==> src/rtl/clock_display_pkg.sv <==
// rtl/clock_display_pkg.sv - shared constants and types for the clock display scanner
// Purpose: segment patterns (bit0=a .. bit6=g), digit index type, field limits.
package clock_display_pkg;

  localparam logic [6:0] SEG_0     = 7'h3F;
  localparam logic [6:0] SEG_1     = 7'h06;
  localparam logic [6:0] SEG_2     = 7'h5B;
  localparam logic [6:0] SEG_3     = 7'h4F;
  localparam logic [6:0] SEG_4     = 7'h66;
  localparam logic [6:0] SEG_5     = 7'h6D;
  localparam logic [6:0] SEG_6     = 7'h7D;
  localparam logic [6:0] SEG_7     = 7'h07;
  localparam logic [6:0] SEG_8     = 7'h7F;
  localparam logic [6:0] SEG_9     = 7'h6F;
  localparam logic [6:0] SEG_BLANK = 7'h00;
  localparam logic [6:0] SEG_DASH  = 7'h40;

  // 0 = minutes ones, 1 = minutes tens, 2 = hours ones, 3 = hours tens
  typedef logic [1:0] digit_idx_t;

  localparam logic [4:0] HOURS_MAX   = 5'd23;
  localparam logic [5:0] MINUTES_MAX = 6'd59;

endpackage

==> src/rtl/seg7_encode.sv <==
// rtl/seg7_encode.sv - combinational decimal digit to 7-segment pattern
// Purpose: map a value 0-9 to its active-high segment pattern.
// Ports:
//   i_value  in  4  decimal digit (10-15 give a blank pattern)
//   o_seg    out 7  segments, bit0=a .. bit6=g
module seg7_encode
  import clock_display_pkg::*;
(
  input  logic [3:0] i_value,
  output logic [6:0] o_seg
);

  always_comb begin
    case (i_value)
      4'd0:    o_seg = SEG_0;
      4'd1:    o_seg = SEG_1;
      4'd2:    o_seg = SEG_2;
      4'd3:    o_seg = SEG_3;
      4'd4:    o_seg = SEG_4;
      4'd5:    o_seg = SEG_5;
      4'd6:    o_seg = SEG_6;
      4'd7:    o_seg = SEG_7;
      4'd8:    o_seg = SEG_8;
      4'd9:    o_seg = SEG_9;
      default: o_seg = SEG_BLANK;
    endcase
  end

endmodule

==> src/rtl/clock_display_scan.sv <==
// rtl/clock_display_scan.sv - multiplexed 4-digit HH:MM 7-segment display driver
// Purpose: scan hours/minutes onto a 4-digit display with colon, leading-zero
//   blank, dashes for out-of-range fields and alarm blinking.
// Ports:
//   i_clk          in  1  clock
//   i_rst          in  1  synchronous active-high reset
//   i_hours        in  5  binary hours (valid 0-23)
//   i_minutes      in  6  binary minutes (valid 0-59)
//   i_alarm        in  1  alarm active
//   i_en           in  1  display enable
//   o_seg          out 7  segments, bit0=a .. bit6=g
//   o_dp           out 1  decimal point, lit as the colon on digit 2
//   o_digit_sel    out 4  one-hot digit strobe (bit0 = minutes ones)
//   o_frame_tick   out 1  one-cycle pulse after each frame start
module clock_display_scan
  import clock_display_pkg::*;
#(
  parameter int SCAN_DIV     = 1024,
  parameter int BLINK_FRAMES = 64,
  parameter int COMMON_ANODE = 0
) (
  input  logic       i_clk,
  input  logic       i_rst,
  input  logic [4:0] i_hours,
  input  logic [5:0] i_minutes,
  input  logic       i_alarm,
  input  logic       i_en,
  output logic [6:0] o_seg,
  output logic       o_dp,
  output logic [3:0] o_digit_sel,
  output logic       o_frame_tick
);

  localparam int PW = $clog2(SCAN_DIV);
  localparam int FW = $clog2(2 * BLINK_FRAMES);
  localparam logic [PW-1:0] PRE_LAST = PW'(SCAN_DIV - 1);
  localparam logic [FW-1:0] FC_LAST  = FW'(2 * BLINK_FRAMES - 1);
  localparam logic [FW-1:0] FC_HALF  = FW'(BLINK_FRAMES);
  localparam logic          INV      = (COMMON_ANODE != 0);

  logic [PW-1:0] r_pre;
  digit_idx_t    r_idx;
  logic          r_first;  // set by reset; marks the first edge as a frame start
  logic [4:0]    r_snap_hours;
  logic [5:0]    r_snap_minutes;
  logic          r_snap_alarm;
  logic [FW-1:0] r_fc;
  logic [6:0]    r_seg;
  logic          r_dp;
  logic [3:0]    r_digit_sel;
  logic          r_frame_tick;

  logic       w_pre_last;
  logic       w_frame_start;
  logic       w_h_valid;
  logic       w_m_valid;
  logic [3:0] w_h_tens;
  logic [3:0] w_h_ones;
  logic [3:0] w_m_tens;
  logic [3:0] w_m_ones;
  logic [3:0] w_digit_val;
  logic [6:0] w_enc_seg;
  logic [6:0] w_seg;
  logic       w_dp;
  logic [3:0] w_sel;
  logic       w_active;

  assign w_pre_last    = (r_pre == PRE_LAST);
  assign w_frame_start = r_first | (w_pre_last & (r_idx == 2'd3));

  assign w_h_valid = (r_snap_hours <= HOURS_MAX);
  assign w_m_valid = (r_snap_minutes <= MINUTES_MAX);

  assign w_m_tens = 4'(r_snap_minutes / 6'd10);
  assign w_m_ones = 4'(r_snap_minutes % 6'd10);

  always_comb begin
    w_h_tens = 4'd0;
    w_h_ones = 4'(r_snap_hours);
    if (r_snap_hours >= 5'd20) begin
      w_h_tens = 4'd2;
      w_h_ones = 4'(r_snap_hours - 5'd20);
    end else if (r_snap_hours >= 5'd10) begin
      w_h_tens = 4'd1;
      w_h_ones = 4'(r_snap_hours - 5'd10);
    end
  end

  always_comb begin
    w_digit_val = w_m_ones;
    case (r_idx)
      2'd0: w_digit_val = w_m_ones;
      2'd1: w_digit_val = w_m_tens;
      2'd2: w_digit_val = w_h_ones;
      2'd3: w_digit_val = w_h_tens;
      default: w_digit_val = w_m_ones;
    endcase
  end

  seg7_encode u_encode (
    .i_value (w_digit_val),
    .o_seg   (w_enc_seg)
  );

  // Digit content before polarity; the held-off first edge keeps the display
  // dark until the snapshot holds real data.
  always_comb begin
    w_seg    = w_enc_seg;
    w_sel    = 4'b0001 << r_idx;
    w_dp     = (r_idx == 2'd2);
    w_active = i_en & ~r_first & ~(r_snap_alarm & (r_fc >= FC_HALF));
    if (r_idx[1] ? !w_h_valid : !w_m_valid) begin
      w_seg = SEG_DASH;
    end else if ((r_idx == 2'd3) && (w_h_tens == 4'd0)) begin
      w_seg = SEG_BLANK;
    end
    if (!w_active) begin
      w_seg = SEG_BLANK;
      w_sel = 4'b0000;
      w_dp  = 1'b0;
    end
  end

  always_ff @(posedge i_clk) begin
    if (i_rst) begin
      r_pre          <= '0;
      r_idx          <= '0;
      r_first        <= 1'b1;
      r_snap_hours   <= '0;
      r_snap_minutes <= '0;
      r_snap_alarm   <= 1'b0;
      r_fc           <= '0;
      r_seg          <= {7{INV}};
      r_dp           <= INV;
      r_digit_sel    <= {4{INV}};
      r_frame_tick   <= 1'b0;
    end else begin
      r_first <= 1'b0;
      // Scan counters hold on the first edge so digit 0 gets a full SCAN_DIV.
      if (!r_first) begin
        if (w_pre_last) begin
          r_pre <= '0;
          r_idx <= r_idx + 2'd1;
        end else begin
          r_pre <= r_pre + PW'(1);
        end
      end
      if (w_frame_start) begin
        r_snap_hours   <= i_hours;
        r_snap_minutes <= i_minutes;
        r_snap_alarm   <= i_alarm;
        // A fresh alarm starts at 0 so blinking opens with the lit phase.
        if (!i_alarm || !r_snap_alarm || (r_fc == FC_LAST)) begin
          r_fc <= '0;
        end else begin
          r_fc <= r_fc + FW'(1);
        end
      end
      r_frame_tick <= w_frame_start;
      r_seg        <= w_seg ^ {7{INV}};
      r_dp         <= w_dp ^ INV;
      r_digit_sel  <= w_sel ^ {4{INV}};
    end
  end

  assign o_seg        = r_seg;
  assign o_dp         = r_dp;
  assign o_digit_sel  = r_digit_sel;
  assign o_frame_tick = r_frame_tick;

endmodule

==> config.mk <==
export PLATFORM = sky130hd
export DESIGN_NAME = clock_display_scan
export DESIGN_NICKNAME = d
export VERILOG_FILES = /design/src/rtl/clock_display_pkg.sv /design/src/rtl/seg7_encode.sv /design/src/rtl/clock_display_scan.sv
export SDC_FILE = /design/constraint.sdc
export NUM_CORES = 1
export LEC_CHECK = 0
export ABC_AREA = 1
export CORE_ASPECT_RATIO = 0.8
export CORE_UTILIZATION = 60
export CTS_CLUSTER_DIAMETER = 80
export CTS_CLUSTER_SIZE = 16
export DETAILED_ROUTE_END_ITERATION = 8
export PLACE_DENSITY_LB_ADDON = 0.1
export SKIP_LAST_GASP = 1
export SYNTH_ARGS = -nofsm -noshare
export SYNTH_HDL_FRONTEND = slang
export SYNTH_SLANG_ARGS = --single-unit
==> constraint.sdc <==
create_clock -name i_clk -period 4.2 [get_ports i_clk]
set_clock_uncertainty 0.05 [all_clocks]
set_input_delay 0.84 -clock i_clk [delete_from_list [all_inputs] [get_ports i_clk]]
set_output_delay 0.84 -clock i_clk [all_outputs]
set_load 0.02 [all_outputs]
==> summary.txt <==
Outcome: finished, final reports clean
Cell variety after synth: 29
Area grow syn2layout: 16.8%
Core area: 3850 um^2
YS warnings: 0
Critical Path Sink Type: flip-flop
DRC: 0
IO Count: 28
Wire length per cell: 11.7 um
Starting Density: 0.632
Via count: 2173
Arrival time at the worst endpoint: 2.78 ns
Diodes inserted: 0
Fraction of layout cells with a size suffix above 1: 0.106
Max-cap viol count: 0
Clk buf depth: 2
Peak supply drop: 241 uV
Synth Register Bits: 45
Fin. max-slew vios: 0
Setup tns final: 0 ns
Post-synth ARST share: 0
Antenna Violating Nets Remaining: 0
Vias in the first global route: 1889
Synth Flop Type: dfxtp_1
Crit-path max FO: 20
DRT Wirelength: 4.86 mm
Worst path required time: 4.39 ns
Initial antenna violation count: 0
# rows: 20
HP Class: flip-flop to flip-flop
Footprint of the multi-input gates: 1340 um^2
Global-route wire length before repair: 8.10 mm
CTS tree: built
Startpoint types: input pin
CTS clk-pin slew, worst paths: 0.08 ns
Synthesized area: 2440 um^2
Total CTS buffers: 5
WHS: 0.427 ns
Mapped Avg Cell Area: 7.38 um^2
Final Hold Viols: 0
CTS Sinks: 45
Fin nets: 392
RSZ-0062 raised after global routing: no
Post-synth top cells: nand2_1, dfxtp_1, inv_1
Largest net degree at the start of global routing: 29
Vias per inst: 5.24
Setup Crit Path Kind: input pin to flip-flop
Post-CTS resize count: 0
Die width: 73.2 um
Synth Instances: 330
Syn Nets: 362
Overall overflow remaining after global route: 0
Hold_buf cts: 0
Number of DRC markers in iteration 0: 99
Peak Freq: 386 MHz
Post-synthesis sequential area ratio: 0.370
Most numerous cell in the Yosys netlist: nand2_1
H-tree levels: 2
Synth area leaders: dfxtp_1, ha_1, nand2_1
Port bufs: 27
Top-area cell type share of the netlist area: 0.370
Crit path time final: 2.59 ns
Leakage: 1.23 nW
GPL Wtd Cong: 0.919
Post-synth EDFFs: 0
Post-synth top area cell: dfxtp_1
Fillers: 336
Clock Latency Late Sink: 0.29 ns
Aggregate global-route resource usage: 0.244
Storage cell area: 901 um^2
Total setup buffers inserted after CTS: 0
Final Cycle Share: 0.616
Root buf cell: clkbuf_8
Slew HR: 0.684
Number of iterations in the first detailed-routing pass: 4
Total die area: 4320 um^2
Least-Margin Pin Slew: 0.473 ns
Die height: 59.0 um
Final Setup Violations: 0
Detailed placement HPWL: 3.72 mm
Pwr dens: 327 nW/um^2
-- path summary, 6_finish.rpt --
kind	startpoint	endpoint	slack, ns	cells after the start
worst min register to register	r_pre[8]	r_pre[8]	0.43	2
worst max register to register	r_snap_hours[2]	o_seg[6]	1.74	18
worst max-delay path	i_rst	o_seg[4]	1.61	10
worst min-delay path	r_pre[8]	r_pre[8]	0.43	2
-- area by class of cell --
type	instances	share of cell area
Multi-Input combinational cell	232	0.469
Sequential cell	45	0.316
Timing Repair Buffer	27	0.0949
Inverter	49	0.0646
Clock buffer	7	0.0303
Tap cell	55	0.0242
-- state kept, by name, summed over array words and instances, names as in the netlist --
signal          flops
r_snap_hours        5
r_snap_alarm        1
o_frame_tick        1
o_seg               7
o_dp                1
r_pre              10
o_digit_sel         4
r_idx               2
r_snap_minutes      6
r_first             1
r_fc                7
-- report_power, final --
| group | total [mW] | leakage (nW) | switching [mW] | internal [mW] |
|---|---|---|---|---|
| logic | 0.206 | 0.815 | 0.128 | 0.0780 |
| registers | 0.458 | 0.368 | 0.0147 | 0.443 |
| clock network | 0.268 | 0.0443 | 0.138 | 0.131 |
-- worst max-delay path, stage by stage --
cell and delay (ns):
clkdlybuf4s50_1 0.54, inv_1 0.43, nand4_1 0.17, inv_1 0.17, nand2_1 0.09, nor2_1 0.16
inv_1 0.10, a21oi_2 0.11, nand2_1 0.07, a21oi_2 0.09
-- layer usage --
metal  GRT usage  part of all wire
met5           0                 0
met1       0.349              0.53
met4      0.0868            0.0095
met3      0.0544             0.048
met2       0.364              0.42
-- logic make-up after synthesis --
kind of cell	share of synthesized area
simple gates	0.306
compound gates	0.138
buf+inv	0.0817
flops	0.370
fa+ha+maj	0.0873
xor+xnor	0.0180
-- placed cells by master (no fill, tap or decap), types with 2 or more instances in the layout --
| cell | Yosys | routed |
|---|---|---|
| o211ai_1 | 2 | 2 |
| nand3_1 | 32 | 32 |
| xor2_1 | 5 | 5 |
| nor3_1 | 7 | 7 |
| nand2_2 | 10 | 10 |
| a21oi_1 | 25 | 25 |
| nor2_1 | 32 | 32 |
| inv_2 | 5 | 5 |
| clkdlybuf4s50_1 | 0 | 27 |
| a21oi_2 | 5 | 5 |
| nand4_1 | 4 | 4 |
| inv_1 | 44 | 44 |
| ha_1 | 17 | 17 |
| clkbuf_8 | 0 | 6 |
| nand2_1 | 53 | 53 |
| a31oi_1 | 2 | 2 |
| o21ai_0 | 17 | 17 |
| nand3_2 | 2 | 2 |
| o21a_1 | 3 | 3 |
| dfxtp_1 | 45 | 45 |
| nand2_4 | 7 | 7 |
-- stage by stage --
stage / cells / setup slack [ns] / instance area, um^2 / util / power, mW
after CTS: 415 / 1.62 / 2850 / 0.739 / 0.935
final: 415 / 1.61 / 2850 / 0.739 / 0.932
after floorplan: 330 / 2.12 / 2440 / - / 0.616
after detailed placement: 408 / 1.33 / 2760 / 0.716 / 0.672
after global routing: 415 / 1.42 / 2850 / 0.739 / 0.979
after global placement: 408 / 1.42 / 2760 / 0.716 / 0.667
Note: power is estimated with default switching activity, not from simulation.
